[src/rtl/fifo_drain_scheduler.sv]
// Round-robin drain of two FIFO pop ports onto one valid/ready stream; pop-to-valid is 2 cycles.
// A pop is only issued when the output register is empty or emptying, so a stalled sink halts popping.
module fifo_drain_scheduler #(
   parameter int BURST_LEN = 8,
   parameter int DATAWIDTH = 16
) (
   input  logic                 WBs_CLK_i,
   input  logic                 WBs_RSTn_i,
   input  logic                 Enable_i,
   input  logic [3:0]           Ch0_POP_FLAG_i,
   input  logic [7:0]           Ch0_DOUT_i,
   output logic                 Ch0_POP_o,
   input  logic [3:0]           Ch1_POP_FLAG_i,
   input  logic [15:0]          Ch1_DOUT_i,
   output logic                 Ch1_POP_o,
   output logic [DATAWIDTH-1:0] Str_DAT_o,
   output logic                 Str_SRC_o,
   output logic                 Str_LAST_o,
   output logic                 Str_VLD_o,
   input  logic                 Str_RDY_i,
   output logic                 Busy_o
);

   typedef enum logic [1:0] {S_IDLE, S_POP, S_CAPT, S_HOLD} state_t;

   state_t                 r_state;
   logic                   r_gnt;
   logic                   r_last_gnt;
   logic [3:0]             r_cnt;
   logic                   r_last_pend;
   logic [DATAWIDTH-1:0]   r_dat;
   logic                   r_src;
   logic                   r_lst;
   logic                   r_vld;

   logic                   w_req0;
   logic                   w_req1;
   logic                   w_arb;
   logic [3:0]             w_flag;
   logic                   w_slot_free;
   logic                   w_xfer;
   logic                   w_pop;
   logic [DATAWIDTH-1:0]   w_dout;

   assign w_req0      = (Ch0_POP_FLAG_i != 4'h0);
   assign w_req1      = (Ch1_POP_FLAG_i != 4'h0);
   // With both channels requesting, the one not served last time wins.
   assign w_arb       = (w_req0 && w_req1) ? ~r_last_gnt : w_req1;
   assign w_flag      = r_gnt ? Ch1_POP_FLAG_i : Ch0_POP_FLAG_i;
   assign w_xfer      = r_vld & Str_RDY_i;
   assign w_slot_free = ~r_vld | Str_RDY_i;
   assign w_dout      = r_gnt ? DATAWIDTH'(Ch1_DOUT_i) : DATAWIDTH'(Ch0_DOUT_i);

   // The pop decision depends on this cycle's ready, so the pulse is decoded rather than registered.
   assign w_pop = WBs_RSTn_i && (r_state == S_POP) && (w_flag != 4'h0) && w_slot_free;

   assign Ch0_POP_o  = w_pop & ~r_gnt;
   assign Ch1_POP_o  = w_pop &  r_gnt;
   assign Str_DAT_o  = r_dat;
   assign Str_SRC_o  = r_src;
   assign Str_LAST_o = r_lst;
   assign Str_VLD_o  = r_vld;
   assign Busy_o     = (r_state != S_IDLE) | r_vld;

   always_ff @(posedge WBs_CLK_i) begin
      if (!WBs_RSTn_i) begin
         r_state     <= S_IDLE;
         r_gnt       <= 1'b0;
         r_last_gnt  <= 1'b1;
         r_cnt       <= 4'd0;
         r_last_pend <= 1'b0;
         r_dat       <= '0;
         r_src       <= 1'b0;
         r_lst       <= 1'b0;
         r_vld       <= 1'b0;
      end else begin
         if (w_xfer) begin
            r_vld <= 1'b0;
         end
         case (r_state)
            S_IDLE: begin
               if (Enable_i && (w_req0 || w_req1)) begin
                  r_gnt      <= w_arb;
                  r_last_gnt <= w_arb;
                  r_cnt      <= 4'd0;
                  r_state    <= S_POP;
               end
            end
            S_POP: begin
               if (w_flag == 4'h0) begin
                  r_state <= S_IDLE;
               end else if (w_slot_free) begin
                  r_last_pend <= (w_flag == 4'h1) || (r_cnt == 4'(BURST_LEN - 1));
                  r_state     <= S_CAPT;
               end
            end
            S_CAPT: begin
               // The slot was freed when the pop was issued, so the load never clobbers a word.
               r_dat   <= w_dout;
               r_src   <= r_gnt;
               r_lst   <= r_last_pend;
               r_vld   <= 1'b1;
               r_cnt   <= r_cnt + 4'd1;
               r_state <= r_last_pend ? S_HOLD : S_POP;
            end
            S_HOLD: begin
               if (w_xfer) begin
                  r_state <= S_IDLE;
               end
            end
            default: r_state <= S_IDLE;
         endcase
      end
   end

endmodule

[config.mk]
export PLATFORM = sky130hd
export DESIGN_NAME = fifo_drain_scheduler
export DESIGN_NICKNAME = d
export VERILOG_FILES = /design/src/rtl/fifo_drain_scheduler.sv
export SDC_FILE = /design/constraint.sdc
export NUM_CORES = 1
export LEC_CHECK = 0
export BUFFER_PORTS_ARGS = -buffer_cell sky130_fd_sc_hd__clkbuf_2
export CORE_UTILIZATION = 38
export CTS_CLUSTER_SIZE = 28
export DETAILED_ROUTE_END_ITERATION = 10
export GPL_TIMING_DRIVEN = 0
export PLACE_DENSITY = 0.67
export SYNTH_ARGS = -nofsm -noshare
export SYNTH_HDL_FRONTEND = slang
export SYNTH_SLANG_ARGS = --single-unit
[constraint.sdc]
create_clock -name WBs_CLK_i -period 4.2 [get_ports WBs_CLK_i]
set_clock_uncertainty 0.2 [all_clocks]
set_input_delay 0.42 -clock WBs_CLK_i [delete_from_list [all_inputs] [get_ports WBs_CLK_i]]
set_output_delay 0.42 -clock WBs_CLK_i [all_outputs]
set_load 0.01 [all_outputs]
==> summary.txt, run 1 <==
Die
  – Core area: 0.00308 mm2
  – Die width: 59.0 um
  – Full die area: 0.00348 mm2
  – Die Y: 59.0 um
  – Starting Density: 0.401
  – Site row count: 20
  – Io pins: 58

STA
  – Fin Setup TNS: 0 ns
  – Relative slew slack: 0.545
  – Fin. Hold Viols: 0
  – Crit path time final: 2.70 ns
  – Period utilisation layout: 0.644
  – Hold slack: 0.120 ns
  – Pins Over Slew Limit: 0
  – Maximum clock rate: 370 MHz
  – Slew @ Worst Pin: 0.683 ns
  – Final Setup Violations: 0
  – RSZ-0062 raised after global routing: no

Setup path
  – Critical path endpoint category: output port
  – CP bufs+invs: 1
  – Max FO, Critical Path: 6
  – R2R depth: 5
  – Worst Setup Start Kind: flop
  – Critical path's top delay family: simple AND/OR/NAND/NOR gates
  – Worst path required time: 3.58 ns
  – Critical path's slowest cell: or4b_1
  – Worst reg-to-reg setup slack: 2.21 ns
  – Crit-path max cell delay: 0.51 ns
  – Worst setup path class: flop to output port
  – Worst Setup SP: r_gnt
  – Reg-to-Reg End: r_state[1]
  – CP Data Arrival Time: 2.08 ns
  – Worst r2r src: r_gnt
  – Crit path cell chain: or4b_1, a221oi_2, nor3_1, and3_1, clkbuf_2

Route
  – # DRC: 0
  – Drt first-iter violations: 38
  – Drt pass-1 iters: 4
  – Vias post-DR: 1,258
  – WL final: 2.88 mm
  – Detail Route Antenna Nets: 0
  – DR WL/cell: 11.3 um
  – Via density: 4.95

Finish
  – FF+latch area: 561 um2
  – Multi-input gate area: 633 um2
  – Synthesis-to-layout area growth: 31.8%
  – Layout cells sized above 1: 0.305
  – Ant. Diodes: 0
  – Layout fillers: 312
  – Post-Layout Cell Count: 254
  – Fin nets: 248
  – Fin area: 0.00163 mm2

Pwr
  – PwrDens: 383 mW/mm2
  – Maximum vdd ir drop: 0.000213 V
  – PnR Total Power: 624 uW
  – Leakage Power: 0.680 nW

Yosys
  – Area share of the largest cell type after synthesis: 0.454
  – Avg Cell Area, Syn: 8.29 um2
  – Seq cells post-synth: 28
  – Syn Nets: 186
  – Area leader, netlist: dfxtp_1
  – Distinct cells, synth: 29
  – Area of the mapped netlist: 0.00123 mm2
  – Gate count after technology mapping: 149
  – Seq/Total Area, Yosys: 0.454
  – Yosys warning total: 0
  – Synth area leaders: dfxtp_1 (45%), mux2i_1 (6.5%), nand2_1 (6.4%)

Min path
  – WHS Endpoint: Str_DAT_o[8]
  – WHS Path Cells: 3
  – Hold path startpoint: Ch1_DOUT_i[8]
  – Worst Hold Class: input port to flop

Global route
  – Congestion Overflow GR: 0
  – First-pass GRT wire length: 4.87 mm
  – Initial antenna violation count: 0
  – Vias in the first global route: 1,150
  – Total track usage: 0.180
  – Largest net degree at the start of global routing: 17

Place
  – Port Buffers: 57
  – Routability cong.: 0.816
  – Post-Place Cell Area: 0.00158 mm2
  – Detail Placement HPWL: 2.25 mm
  – Dpl cells: 250

CTS
  – Clk_lat worst skew: 0.33 ns
  – Clk slew on worst S/H paths: 0.15 ns
  – Root buf cell: clkbuf_4
  – Worst-case clock buffer depth: 2
  – Post-CTS Hold Buffers: 0
  – Post-CTS Resized: 0
  – Clk sinks: 28
  – Postcts setup bufs: 0
  – H-tree depth: 1
  – TritonCTS clock tree: yes
  – CTS buffer count: 3

Run status
  – Outcome: completed

Job
  – Max Cap Viol: 0
[metrics by stage]
step,utilization,worst slack (ns)
global route,0.529,1.38
global placement,0.512,1.75
CTS,0.529,1.50
finish,0.529,1.50
detailed placement,0.512,1.72
floorplan,-,2.01
[cell type report]
type / instances / share of cell area
clock buffer: 3 / 0.0138
inverter: 1 / 0.00231
timing repair buffer: 57 / 0.175
buffer: 10 / 0.0231
tap: 44 / 0.0338
clock inverter: 1 / 0.0184
sequential: 28 / 0.344
multi-input combinational: 110 / 0.389
[power by group]
part	internal, mW	switching, mW
Clock	0.0966	0.0786
Sequential	0.288	0.0123
Combinational	0.0598	0.0885
Total	0.444	0.179
[synth_stat cells (all sizes together)]
| cell | count |
|---|---|
| a211oi | 9 |
| a21boi | 1 |
| a21oi | 16 |
| a221oi | 1 |
| a311oi | 1 |
| a31oi | 1 |
| and3 | 1 |
| buf | 1 |
| clkbuf | 9 |
| dfxtp | 28 |
| ha | 1 |
| inv | 1 |
| mux2i | 8 |
| nand2 | 21 |
| nand2b | 3 |
| nand3 | 12 |
| nand4b | 1 |
| nor2 | 17 |
| nor2b | 3 |
| nor3 | 3 |
| nor4 | 2 |
| o21ai | 3 |
| o221a | 1 |
| o31ai | 2 |
| or3 | 1 |
| or4 | 1 |
| or4b | 1 |
[sequential cells by signal, indices dropped and copies added (netlist names)]
name and count:
r_cnt 4, r_gnt 1, Str_DAT_o 16, r_last_gnt 1, Str_SRC_o 1, r_last_pend 1, r_state 2, Str_LAST_o 1
Str_VLD_o 1
[cell families after synthesis]
family	count (synthesis)	share of synthesized area
AND/OR/NAND/NOR	66	0.251
AO/OA/AOI/OAI	35	0.186
flip-flops	28	0.454
buffers and inverters	11	0.0334
multiplexers	8	0.0648
adder cells (fa/ha/maj)	1	0.0101
[cell usage in the layout (no fill, tap or decap), types with 2 or more instances in the layout]
cell / n
nand3_1: 12
clkbuf_2: 57
mux2i_1: 8
dfxtp_1: 28
nor2_1: 17
nor3_1: 3
o31ai_1: 2
nand2b_1: 3
a21oi_1: 15
o21ai_0: 2
a211oi_1: 9
clkbuf_4: 3
nor2b_1: 3
nor4_1: 2
nand2_1: 21
clkbuf_1: 9
[worst register-to-register path, stage by stage, from the launching register on]
cell and delay (ns):
dfxtp_1 0.45, or4b_1 0.51, a221oi_2 0.34, nor2_1 0.11, a21oi_2 0.16, o221a_1 0.19
[per-layer routing]
metal | share of wire | vias up | track usage
li1 | - | 652 | -
met1 | 0.46 | 565 | 0.225
met2 | 0.49 | 35 | 0.310
met3 | 0.037 | 6 | 0.0415
met4 | 0.014 | 0 | 0.0476
met5 | 0 | - | 0
[worst max path at each step]
stage           endpoint  slack (ns)  depth (start not counted)
2_1_floorplan  Ch1_POP_o        2.01                          4
3_3_place_gp   Ch1_POP_o        1.75                          6
3_5_place_dp   Ch1_POP_o        1.72                          6
4_1_cts        Ch1_POP_o        1.50                          5
5_1_grt        Ch1_POP_o        1.38                          5
6_report       Ch1_POP_o        1.50                          5
(Power assumes the default switching activity.)
==> run 2, diff against run 1 <==
--- a/config.mk
+++ b/config.mk
@@ -10,7 +10,7 @@
 export CTS_CLUSTER_SIZE = 28
 export DETAILED_ROUTE_END_ITERATION = 10
 export GPL_TIMING_DRIVEN = 0
-export PLACE_DENSITY = 0.67
+export PLACE_DENSITY = 0.7
 export SYNTH_ARGS = -nofsm -noshare
 export SYNTH_HDL_FRONTEND = slang
 export SYNTH_SLANG_ARGS = --single-unit
==> constraint.sdc (replaced) <==
create_clock -name WBs_CLK_i -period 2.2 [get_ports WBs_CLK_i]
set_clock_uncertainty 0.2 [all_clocks]
set_input_delay 0.22 -clock WBs_CLK_i [delete_from_list [all_inputs] [get_ports WBs_CLK_i]]
set_output_delay 0.22 -clock WBs_CLK_i [all_outputs]
set_load 0.01 [all_outputs]
==> summary.txt, run 2 (synthesis gave the netlist of run 1 again) <==
STA
  – RSZ-0062 raised after global routing: yes (was no)
  – Crit path time final: 2.27 ns
  – Pins Over Slew Limit: 0 (unchanged)
  – Fin Setup TNS: -0.113 ns (was 0 ns)
  – Final worst slack: -0.0742 ns (was 1.50 ns)
  – Slew @ Worst Pin: 0.649 ns (was 0.683 ns)
  – Final Setup Violations: 2 (was 0)
  – Hold slack: -0.00201 ns (was 0.120 ns)
  – Maximum clock rate: 440 MHz
  – Period utilisation layout: 1.03
  – Relative slew slack: 0.567 (was 0.545)
  – Fin. Hold Viols: 1 (was 0)

Run status
  – Failing checks: hold timing, setup timing
  – Outcome: finished, violations left (was completed)

Pwr
  – Sequential power share: 0.504 (was 0.481)
  – Pint: 790 uW (was 444 uW)
  – PwrDens: 622 mW/mm2 (was 383 mW/mm2)
  – Clk pwr share: 0.219 (was 0.281)
  – Gate power share: 0.278 (was 0.238)
  – PnR Total Power: 1.14 mW (was 624 uW)
  – Sw Pwr: 345 uW (was 179 uW)
  – Sw Ratio: 0.304 (was 0.288)
  – Maximum vdd ir drop: 0.000262 V (was 0.000213 V)
  – Leakage Power: 0.767 nW (was 0.680 nW)

Place
  – Routability cong.: 0.823 (was 0.816)
  – Port Buffers: 57 (unchanged)
  – Detail Placement HPWL: 2.13 mm (was 2.25 mm)
  – Dpl cells: 250 (unchanged)

Global route
  – First-pass GRT wire length: 4.96 mm (was 4.87 mm)
  – Congestion Overflow GR: 0 (unchanged)
  – Largest net degree at the start of global routing: 16 (was 17)
  – Total track usage: 0.186 (was 0.180)
  – Vias in the first global route: 1,240 (was 1,150)
  – Initial antenna violation count: 0 (unchanged)

Finish
  – Synthesis-to-layout area growth: 47.8% (was 31.8%)
  – Post-Layout Cell Count: 274 (was 254)
  – Ant. Diodes: 0 (unchanged)
  – Largest register FFs: 16 (unchanged)
  – Commonest non-fill, non-tap cells in the layout: clkbuf_2 (56), dfxtp_1 (27), nand2_1 (21) (was clkbuf_2 (57), dfxtp_1 (28), nand2_1 (21))
  – Final core utilization: 0.593 (was 0.529)
  – Layout cells sized above 1: 0.309 (was 0.305)
  – Fin nets: 268 (was 248)
  – Commonest non-fill, non-tap cell in the layout: clkbuf_2 (unchanged)

Setup path
  – Critical path's slowest cell: or4b_4 (was or4b_1)
  – R2R depth: 7 (was 5)
  – Critical path endpoint category: output port (unchanged)
  – Worst setup path class: flop to output port (unchanged)
  – CP Data Arrival Time: 1.85 ns (was 2.08 ns)
  – Worst Setup Start Kind: flop (unchanged)
  – Crit-path max cell delay: 0.48 ns (was 0.51 ns)
  – Worst path required time: 1.78 ns (was 3.58 ns)
  – Max FO, Critical Path: 4 (was 6)
  – Crit path cell chain: or4b_4, a221oi_4, nor3_2, and3_1, clkbuf_2 (was or4b_1, a221oi_2, nor3_1, and3_1, clkbuf_2)

Die
  – Die width: 59.0 um (unchanged)
  – Die Y: 59.0 um (unchanged)
  – Io pins: 58 (unchanged)
  – Site row count: 20 (unchanged)
  – Starting Density: 0.401 (unchanged)
  – Core area: 0.00308 mm2 (unchanged)
  – Full die area: 0.00348 mm2 (unchanged)

Route
  – Via density: 4.85 (was 4.95)
  – Drt first-iter violations: 46 (was 38)
  – Detail Route Antenna Nets: 0 (unchanged)
  – Drt pass-1 iters: 4 (unchanged)
  – WL final: 3.09 mm (was 2.88 mm)
  – # DRC: 0 (unchanged)
  – DR WL/cell: 11.3 um (about the same)
  – Vias post-DR: 1,329 (was 1,258)

CTS
  – Clk sinks: 28 (unchanged)
  – Clk slew on worst S/H paths: 0.14 ns (was 0.15 ns)
  – TritonCTS clock tree: yes (unchanged)
  – H-tree depth: 1 (unchanged)
  – CTS buffer count: 3 (unchanged)
  – Worst-case clock buffer depth: 2 (unchanged)
  – Clk_lat worst skew: 0.32 ns (was 0.33 ns)
  – Root buf cell: clkbuf_4 (unchanged)

Job
  – Max Cap Viol: 0 (unchanged)

Min path
  – Worst Hold Class: input port to flop (unchanged)
  – WHS Path Cells: 3 (unchanged)
run 2: what timing repair did:
item	CTS	global route
hold buffers	16	0
endpoints found under the hold margin	18	0
gates cloned	0	0
buffers inserted	3	1
pin swaps	4	2
resized for setup	5	1
endpoints found under the setup margin	2	2
run 2: area by class of cell:
cell class,instances,area (um2)
Timing Repair Buffer,77,475
Clock buffer,4,36.3
Sequential cell,28,564
Fill cell,293,1250
Inverter,1,3.75
Tap cell,44,55.1
Buffer,10,37.5
Multi-Input combinational cell,110,653
run 2: through the flow:
stage                     cell area, um2  setup slack, ns
final                               1830          -0.0742
after global routing                1830           -0.176
after CTS                           1820           -0.102
after detailed placement            1580            0.108
after global placement              1580            0.121
after floorplan                     1230            0.300
run 2: power groups by stage:
stage | logic [mW] | registers, mW | clock network, mW
finish | 0.315 | 0.572 | 0.249
global route | 0.348 | 0.577 | 0.270
CTS | 0.313 | 0.572 | 0.255
detailed placement | 0.281 | 0.583 | 0
global placement | 0.277 | 0.584 | 0
floorplan | 0.168 | 0.593 | 0
run 2: routing by layer:
| metal | wire length (um) | global-route usage | up-vias | share of wire |
|---|---|---|---|---|
| met3 | 136 | 0.0349 | 4 | 0.044 |
| met1 | 1400 | 0.211 | 590 | 0.45 |
| met5 | 0 | 0 | - | 0 |
| met4 | 31 | 0.0612 | 0 | 0.010 |
| li1 | - | - | 694 | - |
| met2 | 1520 | 0.346 | 41 | 0.49 |
run 2: critical path: cells and delay by family, from the launching register on:
kind                   cells  cell delay (ns)
AO/OA/AOI/OAI              1             0.27
AND/OR/NAND/NOR            3             0.74
buffers and inverters      1             0.12
flip-flops                 1             0.39
run 2: final timing paths:
path | startpoint | to | slack [ns]
setup / recovery | r_gnt | Ch1_POP_o | -0.07
hold / removal | Ch1_DOUT_i[7] | Str_DAT_o[7] | -0.002
setup reg to reg | r_gnt | r_state[1] | 0.19
hold reg to reg | Str_DAT_o[13] | Str_DAT_o[13] | 0.26
==> run 3, diff against run 2 <==
--- a/config.mk
+++ b/config.mk
@@ -10,6 +10,7 @@
 export CTS_CLUSTER_SIZE = 28
 export DETAILED_ROUTE_END_ITERATION = 10
 export GPL_TIMING_DRIVEN = 0
+export MAX_ROUTING_LAYER = met4
 export PLACE_DENSITY = 0.7
 export SYNTH_ARGS = -nofsm -noshare
 export SYNTH_HDL_FRONTEND = slang
==> summary.txt, run 3 (synthesis gave the netlist of run 1 again) <==
Run status
  – Outcome: finished, violations left (unchanged)
  – Failing checks: setup timing (was hold timing, setup timing)

Setup path
  – Max FO, Critical Path: 4 (unchanged)
  – Crit path cell chain: or4b_4, a221oi_4, nor3_2, and3_1, clkbuf_2 (unchanged)
  – Worst path required time: 1.78 ns (about the same)
  – Worst Setup Start Kind: flop (unchanged)
  – Critical path endpoint category: output port (unchanged)
  – Critical path's slowest cell: or4b_4 (unchanged)
  – CP Data Arrival Time: 1.85 ns (about the same)
  – Crit-path max cell delay: 0.48 ns (about the same)
  – Worst setup path class: flop to output port (unchanged)

Finish
  – Post-Layout Cell Count: 274 (unchanged)
  – Commonest non-fill, non-tap cell in the layout: clkbuf_2 (unchanged)
  – Fin nets: 268 (unchanged)
  – Largest register FFs: 16 (unchanged)
  – Commonest non-fill, non-tap cells in the layout: clkbuf_2 (56), dfxtp_1 (27), nand2_1 (21) (unchanged)
  – Layout cells sized above 1: 0.309 (unchanged)
  – Layout fillers: 293 (unchanged)
  – Ant. Diodes: 0 (unchanged)
  – Synthesis-to-layout area growth: 47.8% (unchanged)

CTS
  – Clk sinks: 28 (unchanged)
  – Clk_lat worst skew: 0.32 ns (about the same)
  – CTS buffer count: 3 (unchanged)
  – Root buf cell: clkbuf_4 (unchanged)
  – TritonCTS clock tree: yes (unchanged)
  – H-tree depth: 1 (unchanged)
  – Worst-case clock buffer depth: 2 (unchanged)
  – Clk slew on worst S/H paths: 0.14 ns (about the same)

Die
  – Core area: 0.00308 mm2 (unchanged)
  – Site row count: 20 (unchanged)
  – Die Y: 59.0 um (unchanged)
  – Io pins: 58 (unchanged)
  – Full die area: 0.00348 mm2 (unchanged)
  – Die width: 59.0 um (unchanged)
  – Starting Density: 0.401 (unchanged)

Global route
  – Congestion Overflow GR: 0 (unchanged)
  – Total track usage: 0.191 (was 0.186)
  – Initial antenna violation count: 0 (unchanged)
  – First-pass GRT wire length: 4.97 mm (was 4.96 mm)
  – Largest net degree at the start of global routing: 16 (unchanged)
  – Vias in the first global route: 1,239 (was 1,240)

Job
  – Max Cap Viol: 0 (unchanged)

Route
  – Vias post-DR: 1,320 (was 1,329)
  – Drt pass-1 iters: 4 (unchanged)
  – Drt first-iter violations: 34 (was 46)
  – WL final: 3.07 mm (was 3.09 mm)
  – DR WL/cell: 11.2 um (was 11.3 um)
  – # DRC: 0 (unchanged)
  – Detail Route Antenna Nets: 0 (unchanged)
  – Via density: 4.82 (was 4.85)

STA
  – Final Setup Violations: 2 (unchanged)
  – Maximum clock rate: 440 MHz (about the same)
  – Pins Over Slew Limit: 0 (unchanged)
  – Fin. Hold Viols: 0 (was 1)
  – Slew @ Worst Pin: 0.648 ns (was 0.649 ns)
  – Final worst slack: -0.0713 ns (was -0.0742 ns)
  – Period utilisation layout: 1.03 (about the same)
  – Crit path time final: 2.27 ns (about the same)
  – Hold slack: 0.00148 ns (was -0.00201 ns)
  – RSZ-0062 raised after global routing: yes (unchanged)
  – Relative slew slack: 0.568 (was 0.567)

Pwr
  – PwrDens: 621 mW/mm2 (was 622 mW/mm2)
  – Leakage Power: 0.767 nW (unchanged)
  – Maximum vdd ir drop: 0.000261 V (was 0.000262 V)

Place
  – Port Buffers: 57 (unchanged)
  – Detail Placement HPWL: 2.13 mm (unchanged)
  – Dpl cells: 250 (unchanged)
  – Routability cong.: 0.836 (was 0.823)

Min path
  – Worst Hold Class: input port to flop (unchanged)
==> run 3: cell counts in the layout (fill, tap and decap cells not counted) <==
Identical to the previous run, type by type.
==> run 3: routing by layer <==
metal / GRT usage / vias up / share of wire
met3: 0.0349 / 2 / 0.048
met1: 0.211 / 587 / 0.44
met5: - / - / 0
li1: - / 693 / -
met4: 0.0612 / 0 / 0.0059
met2: 0.346 / 38 / 0.50
==> run 3: power by group <==
group / switching (mW) / internal (mW)
clock: 0.145 / 0.101
combinational: 0.175 / 0.139
sequential: 0.0228 / 0.549
==> run 3: worst max-delay path: cells and delay by family, from the launching register on <==
kind	cells	cell delay (ns)
AO/OA/AOI/OAI	1	0.27
buffers and inverters	1	0.12
flip-flops	1	0.39
AND/OR/NAND/NOR	3	0.74
==> run 3: final cells by class <==
class / instances / area, um2 / area share
Multi-Input combinational cell: 110 / 653 / 0.358
Sequential cell: 28 / 564 / 0.309
Timing Repair Buffer: 77 / 475 / 0.260
Tap cell: 44 / 55.1 / 0.0302
Buffer: 10 / 37.5 / 0.0206
Clock buffer: 4 / 36.3 / 0.0199
Inverter: 1 / 3.75 / 0.00206
==> run 3: final timing paths <==
check | cells after the start | slack (ns) | end | from
worst min-delay path | 3 | 0.001 | Str_DAT_o[7] | Ch1_DOUT_i[7]
worst min register to register | 2 | 0.26 | Str_DAT_o[13] | Str_DAT_o[13]
worst max-delay path | 5 | -0.07 | Ch1_POP_o | r_gnt
worst max register to register | 7 | 0.19 | r_state[1] | r_gnt
==> run 3: repair_timing <==
action                     4_1_cts  5_1_grt
gates resized for setup          5        1
hold endpoints to repair        18        0
hold buffers                    16        0
setup buffers                    3        1
pin swaps                        4        2
setup endpoints to repair        2        2
==> run 3: per-stage QoR <==
stage	power, mW	util	TNS [ns]	area (um2)	setup WS (ns)
finish	1.13	0.593	-0.107	1830	-0.0713
global route	1.20	0.593	-0.324	1830	-0.176
CTS	1.14	0.591	-0.167	1820	-0.102
detailed placement	0.864	0.512	0	1580	0.108
global placement	0.861	0.512	0	1580	0.121
floorplan	0.760	-	0	1230	0.300
